==> config.mk <==
export PLATFORM = sky130hd
export DESIGN_NAME = regpair_sequencer
export DESIGN_NICKNAME = d
export VERILOG_FILES = /design/src/rtl/gb80_regfile_pkg.sv /design/src/rtl/regpair_incdec.sv /design/src/rtl/regpair_sequencer.sv
export SDC_FILE = /design/constraint.sdc
export NUM_CORES = 1
export LEC_CHECK = 0
export CAP_MARGIN = 20
export CORE_MARGIN = 5
export CORE_UTILIZATION = 51
export DETAILED_ROUTE_END_ITERATION = 8
export PLACE_DENSITY = 0.9
export SETUP_SLACK_MARGIN = 0.4
export SLEW_MARGIN = 20
export SYNTH_ARGS = -nofsm -noshare
export SYNTH_HDL_FRONTEND = slang
export SYNTH_SLANG_ARGS = --single-unit
==> constraint.sdc <==
create_clock -name i_clk -period 2.83 [get_ports i_clk]
set_input_delay 0.283 -clock i_clk [delete_from_list [all_inputs] [get_ports i_clk]]
set_output_delay 0.283 -clock i_clk [all_outputs]
set_load 0.005 [all_outputs]
==> src/rtl/gb80_regfile_pkg.sv <==
// Shared definitions for the GB80 register-file access path.
//   - request op, pair and post-modify codes
//   - 8-bit register codes B..A (3'h6 is the memory slot and is never driven here)
//   - sequencer state encoding
//   - helpers mapping a pair code to its hi/lo register codes
package gb80_regfile_pkg;

  typedef enum logic [1:0] {
    OP_READ  = 2'b00,
    OP_WRITE = 2'b01,
    OP_INC   = 2'b10,
    OP_DEC   = 2'b11
  } op_e;

  typedef enum logic [1:0] {
    PAIR_BC   = 2'b00,
    PAIR_DE   = 2'b01,
    PAIR_HL   = 2'b10,
    PAIR_RSVD = 2'b11
  } pair_e;

  typedef enum logic [1:0] {
    POST_NONE = 2'b00,
    POST_INC  = 2'b01,
    POST_DEC  = 2'b10,
    POST_RSVD = 2'b11
  } post_mod_e;

  localparam logic [2:0] REG_B      = 3'h0;
  localparam logic [2:0] REG_C      = 3'h1;
  localparam logic [2:0] REG_D      = 3'h2;
  localparam logic [2:0] REG_E      = 3'h3;
  localparam logic [2:0] REG_H      = 3'h4;
  localparam logic [2:0] REG_L      = 3'h5;
  localparam logic [2:0] REG_MEMORY = 3'h6;
  localparam logic [2:0] REG_A      = 3'h7;

  typedef enum logic [2:0] {
    ST_IDLE   = 3'd0,
    ST_RD_LO  = 3'd1,
    ST_RD_HI  = 3'd2,
    ST_RD_CAP = 3'd3,
    ST_WR_LO  = 3'd4,
    ST_WR_HI  = 3'd5,
    ST_DONE   = 3'd6
  } state_e;

  function automatic logic [2:0] pair_hi_reg(input pair_e pair);
    case (pair)
      PAIR_DE: pair_hi_reg = REG_D;
      PAIR_HL: pair_hi_reg = REG_H;
      default: pair_hi_reg = REG_B;
    endcase
  endfunction

  function automatic logic [2:0] pair_lo_reg(input pair_e pair);
    case (pair)
      PAIR_DE: pair_lo_reg = REG_E;
      PAIR_HL: pair_lo_reg = REG_L;
      default: pair_lo_reg = REG_C;
    endcase
  endfunction

endpackage

==> src/rtl/regpair_incdec.sv <==
// Combinational +1 / -1 on a register-pair value, wrapping modulo 2^WIDTH.
// Shared by INC/DEC requests and the HL post-modify writeback.
//   i_value  in   WIDTH  value to modify
//   i_dec    in   1      0 = increment, 1 = decrement
//   o_value  out  WIDTH  modified value
module regpair_incdec
  import gb80_regfile_pkg::*;
#(
  parameter int unsigned WIDTH = 16
) (
  input  logic [WIDTH-1:0] i_value,
  input  logic             i_dec,
  output logic [WIDTH-1:0] o_value
);

  assign o_value = i_dec ? (i_value - WIDTH'(1)) : (i_value + WIDTH'(1));

endmodule

==> src/rtl/regpair_sequencer.sv <==
// Upstream access stage for register_file: turns one 16-bit pair request
// (READ/WRITE/INC/DEC on BC, DE or HL) into back-to-back 8-bit register_file
// cycles, low byte first.
// Optional feature macro: REGPAIR_HLI_EN -- READ of HL with i_post_mod 01/10
// also writes back HL+1 / HL-1 (o_rdata keeps the pre-modified value).
// Ports:
//   i_clk, i_reset         clock (rising edge), asynchronous active-low reset
//   i_req_valid/o_req_ready request handshake, ready only in IDLE
//   i_op, i_pair, i_post_mod, i_wdata   request fields, captured on accept
//   o_rdata                READ: pair value, INC/DEC: new value
//   o_done, o_err          one-cycle completion pulse, error = reserved pair
//   o_rf_addr/o_rf_rd_en/o_rf_wr_en/o_rf_wdata   to register_file
//   i_rf_rdata             from register_file, valid the cycle after rd_en
module regpair_sequencer
  import gb80_regfile_pkg::*;
#(
  parameter int unsigned DATA_WIDTH    = 8,
  parameter int unsigned ADDRESS_WIDTH = 3
) (
  input  logic                      i_clk,
  input  logic                      i_reset,
  input  logic                      i_req_valid,
  output logic                      o_req_ready,
  input  logic [1:0]                i_op,
  input  logic [1:0]                i_pair,
  input  logic [1:0]                i_post_mod,
  input  logic [2*DATA_WIDTH-1:0]   i_wdata,
  output logic [2*DATA_WIDTH-1:0]   o_rdata,
  output logic                      o_done,
  output logic                      o_err,
  output logic [ADDRESS_WIDTH-1:0]  o_rf_addr,
  output logic                      o_rf_rd_en,
  output logic                      o_rf_wr_en,
  output logic [DATA_WIDTH-1:0]     o_rf_wdata,
  input  logic [DATA_WIDTH-1:0]     i_rf_rdata
);

  localparam int unsigned PW = 2 * DATA_WIDTH;

  state_e                state;
  pair_e                 pair_q;
  logic                  wb_q;       // read path continues into a writeback
  logic                  dec_q;      // writeback direction
  logic                  ret_new_q;  // o_rdata reports the modified value
  logic                  err_q;
  logic [DATA_WIDTH-1:0] lo_q;
  logic [PW-1:0]         wr_q;

  logic [PW-1:0]         rd_value;
  logic [PW-1:0]         mod_value;

  logic                  acc_wb;
  logic                  acc_dec;
  logic                  acc_ret_new;

  // Full pair is only complete in RD_CAP, when the hi byte arrives.
  assign rd_value = {i_rf_rdata, lo_q};

  regpair_incdec #(.WIDTH(PW)) u_incdec (
    .i_value (rd_value),
    .i_dec   (dec_q),
    .o_value (mod_value)
  );

  // Decode of the request being accepted into the read-modify-write controls.
  always_comb begin
    acc_wb      = (op_e'(i_op) == OP_INC) || (op_e'(i_op) == OP_DEC);
    acc_dec     = (op_e'(i_op) == OP_DEC);
    acc_ret_new = acc_wb;
`ifdef REGPAIR_HLI_EN
    if ((op_e'(i_op) == OP_READ) && (pair_e'(i_pair) == PAIR_HL) &&
        ((post_mod_e'(i_post_mod) == POST_INC) || (post_mod_e'(i_post_mod) == POST_DEC))) begin
      acc_wb      = 1'b1;
      acc_dec     = (post_mod_e'(i_post_mod) == POST_DEC);
      acc_ret_new = 1'b0;
    end
`endif
  end

`ifndef REGPAIR_HLI_EN
  logic post_mod_unused;
  assign post_mod_unused = ^i_post_mod;
`endif

  always_ff @(posedge i_clk or negedge i_reset) begin
    if (!i_reset) begin
      state     <= ST_IDLE;
      pair_q    <= PAIR_BC;
      wb_q      <= 1'b0;
      dec_q     <= 1'b0;
      ret_new_q <= 1'b0;
      err_q     <= 1'b0;
      lo_q      <= '0;
      wr_q      <= '0;
      o_rdata   <= '0;
    end else begin
      case (state)
        ST_IDLE: begin
          if (i_req_valid) begin
            pair_q    <= pair_e'(i_pair);
            wb_q      <= acc_wb;
            dec_q     <= acc_dec;
            ret_new_q <= acc_ret_new;
            err_q     <= 1'b0;
            wr_q      <= i_wdata;
            if (pair_e'(i_pair) == PAIR_RSVD) begin
              err_q <= 1'b1;
              state <= ST_DONE;
            end else if (op_e'(i_op) == OP_WRITE) begin
              state <= ST_WR_LO;
            end else begin
              state <= ST_RD_LO;
            end
          end
        end
        ST_RD_LO: state <= ST_RD_HI;
        ST_RD_HI: begin
          lo_q  <= i_rf_rdata;
          state <= ST_RD_CAP;
        end
        ST_RD_CAP: begin
          o_rdata <= ret_new_q ? mod_value : rd_value;
          wr_q    <= mod_value;
          state   <= wb_q ? ST_WR_LO : ST_DONE;
        end
        ST_WR_LO: state <= ST_WR_HI;
        ST_WR_HI: state <= ST_DONE;
        ST_DONE:  state <= ST_IDLE;
        default:  state <= ST_IDLE;
      endcase
    end
  end

  assign o_req_ready = (state == ST_IDLE);
  assign o_done      = (state == ST_DONE);
  assign o_err       = (state == ST_DONE) && err_q;

  // Strobes decode straight from state so an asynchronous reset drops them at once.
  always_comb begin
    o_rf_rd_en = 1'b0;
    o_rf_wr_en = 1'b0;
    o_rf_addr  = '0;
    o_rf_wdata = '0;
    case (state)
      ST_RD_LO: begin
        o_rf_rd_en = 1'b1;
        o_rf_addr  = ADDRESS_WIDTH'(pair_lo_reg(pair_q));
      end
      ST_RD_HI: begin
        o_rf_rd_en = 1'b1;
        o_rf_addr  = ADDRESS_WIDTH'(pair_hi_reg(pair_q));
      end
      ST_WR_LO: begin
        o_rf_wr_en = 1'b1;
        o_rf_addr  = ADDRESS_WIDTH'(pair_lo_reg(pair_q));
        o_rf_wdata = wr_q[DATA_WIDTH-1:0];
      end
      ST_WR_HI: begin
        o_rf_wr_en = 1'b1;
        o_rf_addr  = ADDRESS_WIDTH'(pair_hi_reg(pair_q));
        o_rf_wdata = wr_q[PW-1:DATA_WIDTH];
      end
      default: begin
      end
    endcase
  end

endmodule
==> run summary <==
Clock tree
• **H-tree levels** 2
• **clock sink count** 48
• **latest clock arrival within the worst-skew pair** 0.31 ns
• **clock transition at the registers of the reported paths** 0.09 ns
• **quantity of hold-fixing buffers added after cts** 0
• **cell chosen for the clock root** clkbuf_8
• **number of clock buffers inserted by TritonCTS** 5
• **clock tree buffer depth** 2
• **clock tree from TritonCTS** yes

GRT
• **global-route congestion overflow total** 0
• **global-route usage over all layers** 22.48%
• **initial antenna violation count** 0
• **vias in the first global route** 2,821
• **maximum number of pins on one net before global-route repair** 35
• **wire length of the first global-routing pass** 13,440 um

Layout
• **number of inserted diodes** 0
• **non-filler instance count after layout** 494
• **count of nets after finishing** 466
• **share of layout cells above drive strength 1** 14.80%
• **end-of-flow core utilization** 69.20%
• **Finished Cell Area** 4049 sq um
• **number of fill cells** 408
• **commonest non-fill, non-tap cells in the layout** 68 x nand2_1, 61 x clkdlybuf4s50_1, 47 x dfrtp_1, 28 x nor2_1, 20 x o21ai_0
• **most frequent standard cell in the layout excluding fill and tap cells** nand2_1
• **Syn-to-layout area delta** 32.79%

Pwr
• **Max rail drop VDD** 0.0006284 V
• **share of power burned in registers** 27.8%
• **portion of total power attributed to the clock network** 7.8%
• **P per Cell Area** 1248 nW/um^2
• **cell internal pwr** 2.831 mW
• **reported leakage power** 1.788 nW
• **Gate power share** 64.4%
• **total power** 5.052 mW
• **net switching component of the power** 2.221 mW
• **Net Sw Frac** 43.96%

Worst setup path
• **cell type of the slowest stage on the worst timing path** dfrtp_4
• **largest stage delay on the critical path** 0.57 ns
• **worst path required time** 3.07 ns
• **depth of the most critical reg-to-reg path** 7
• **crit path kind** register to register
• **type of element launching the critical path** register
• **worst-path cell chain** ha_1 -> a21oi_2 -> o21ai_1 -> or3b_1 -> o221ai_2 -> mux2_2 -> nand2_1
• **arrival time at the worst endpoint** 2.80 ns
• **type of destination of the critical path** register
• **maximum net fanout on the critical path** 8

Die
• **die width** 87.32 um
• **Die H** 87.32 um
• **I/O Pins** 65
• **overall die area** 7625 sq um
• **area of the core** 5851 sq um
• **starting utilization of the core area** 52.12%
• **row count** 28

STA
• **Clock Skew** 0.009809 ns
• **count of endpoints failing hold in the final timing report** 0
• **Total Neg Setup Slack** 0 ns
• **final count of negative-setup-slack endpoints** 0
• **RSZ-0062 raised after global routing** yes
• **Highest Clock Rate** 0.3912 GHz
• **Post-Route Hold Slack** 0.04680 ns
• **post-route clock period utilization** 90.32%
• **count of final max-slew check failures** 0
• **actual transition at the worst max-transition pin** 1.065 ns
• **final setup slack of the worst path** 0.2741 ns
• **worst-case headroom to the max-slew limit** 28.99%
• **final critical delay including setup and external delays** 2.556 ns

Detailed routing
• **via-per-instance ratio** 5.899
• **DRC violations left** 0
• **Iteration-0 DRC Markers** 321
• **average detailed-routed wire length per instance** 17.95 um
• **Initial DRT Pass Iterations** 5
• **total via count after detailed routing** 2,914
• **wire length reported by the detailed router** 8867 um
• **remaining antenna violation count** 0

Outcome
• **outcome** complete, no violations

Logic synthesis
• **Area contributors post-synth** dfrtp_1 39%, nand2_1 8.6%, mux2i_1 6.2%
• **number of enable flip-flop cells after synthesis** 0
• **post-synthesis cell count** 353
• **sequential fraction of the synthesis area** 39.39%
• **combined area of all synthesized cells** 3049 sq um
• **number of different library cells in the post-synthesis netlist** 43
• **synthesized netlist net count** 401
• **Yosys warning count** 0
• **mean cell area of the mapped netlist** 8.638 sq um
• **most instantiated flip-flop cell in the synthesis netlist** dfrtp_1
• **FFs w/ async S/R, synth** 100.0%
• **register bit total from synthesis** 48
• **area share of the leading cell type in the synthesized netlist** 39.39%
• **Synth area leader** dfrtp_1

Placement
• **Detail Placement HPWL** 5858 um
• **Final Wtd Congestion** 0.9330
• **number of buffers added on ports** 62
• **post-place setup slack** 0.1487 ns
• **area of placed instances** 3724 sq um
• **# placed instances** 475

Flow run
• **max cap viols** 0

Worst hold path
• **class of the tightest hold or removal check** input port to async pin

==> routing by layer <==
layer | routed length, um | GRT usage (%) | up-vias | share of wire [%]
met5 | 0 | 0 | - | 0
met4 | 276 | 9.344 | 0 | 3.1
met3 | 682 | 4.352 | 25 | 7.7
met2 | 4436 | 38.22 | 143 | 50
met1 | 3470 | 27.77 | 1384 | 39
li1 | - | - | 1362 | -
==> cell families after synthesis <==
kind of cell	share of synthesized area (%)
compound gates	15.80
xor+xnor	4.596
fa+ha+maj	6.401
buf+inv	3.775
flops	39.39
mux	10.05
simple gates	19.98
==> power by group through the flow <==
stage / registers [mW] / logic [mW] / clock network (mW)
after floorplan: 1.24 / 1.92 / 0
after global placement: 1.38 / 2.64 / 0
after detailed placement: 1.39 / 2.73 / 0
after CTS: 1.37 / 2.87 / 0.400
after global routing: 1.44 / 3.52 / 0.431
final: 1.41 / 3.25 / 0.396
==> timing repair <==
action,4_1_cts,5_1_grt
resized for setup,10,28
pin swaps,2,11
cloned,0,0
setup endpoints to repair,8,18
setup buffers,3,8
==> cell type report <==
type | count | area, sq um | area share, %
Clock buffer | 7 | 76.32 | 1.885
Timing Repair Buffer | 79 | 750.7 | 18.54
Sequential cell | 48 | 1205 | 29.76
Clock inverter | 1 | 5.005 | 0.1236
Multi-Input combinational cell | 275 | 1884 | 46.54
Inverter | 9 | 33.78 | 0.8344
Tap cell | 75 | 93.84 | 2.318
==> registers in the layout, indices dropped and copies added, names as in the netlist <==
name / flops
err_q: 1
state: 3
ret_new_q: 1
wr_q: 16
pair_q: 2
lo_q: 8
dec_q: 1
o_rdata: 16
==> final timing paths <==
kind                                         from                       to  slack (ns)
max in group asynchronous                 i_reset      wr_q[7]$_DFFE_PN0P_        2.08
worst max register to register  dec_q$_DFFE_PN0P_  o_rdata[15]$_DFFE_PN0N_        0.27
min in group i_clk              err_q$_DFFE_PN0P_        err_q$_DFFE_PN0P_        0.49
worst max-delay path            dec_q$_DFFE_PN0P_  o_rdata[15]$_DFFE_PN0N_        0.27
worst min register to register  err_q$_DFFE_PN0P_        err_q$_DFFE_PN0P_        0.49
worst min-delay path                      i_reset     state[0]$_DFFE_PN0P_        0.05
==> critical path, delay by kind of cell, from the launching register on <==
| kind | cells | cell delay [ns] |
|---|---|---|
| simple gates | 2 | 0.46 |
| mux | 1 | 0.37 |
| fa+ha+maj | 1 | 0.40 |
| flops | 1 | 0.57 |
| compound gates | 3 | 0.68 |
==> synthesized netlist by cell type (2+ instances only) <==
master,count
nor3b_1,6
xnor2_1,13
nor4b_1,2
nor3_1,2
nor2b_1,3
dfrtp_1,48
buf_2,2
inv_1,9
clkbuf_1,18
mux2_2,9
o211ai_1,2
and3_1,10
xor2_1,3
and2_1,3
a31oi_1,12
a21o_1,5
nor2_1,28
mux2i_1,19
ha_1,14
a21oi_1,23
o21a_1,3
nand3_1,3
o21ai_0,26
nand2_1,70
a211oi_1,2
Note: power is estimated with default switching activity, not from simulation.
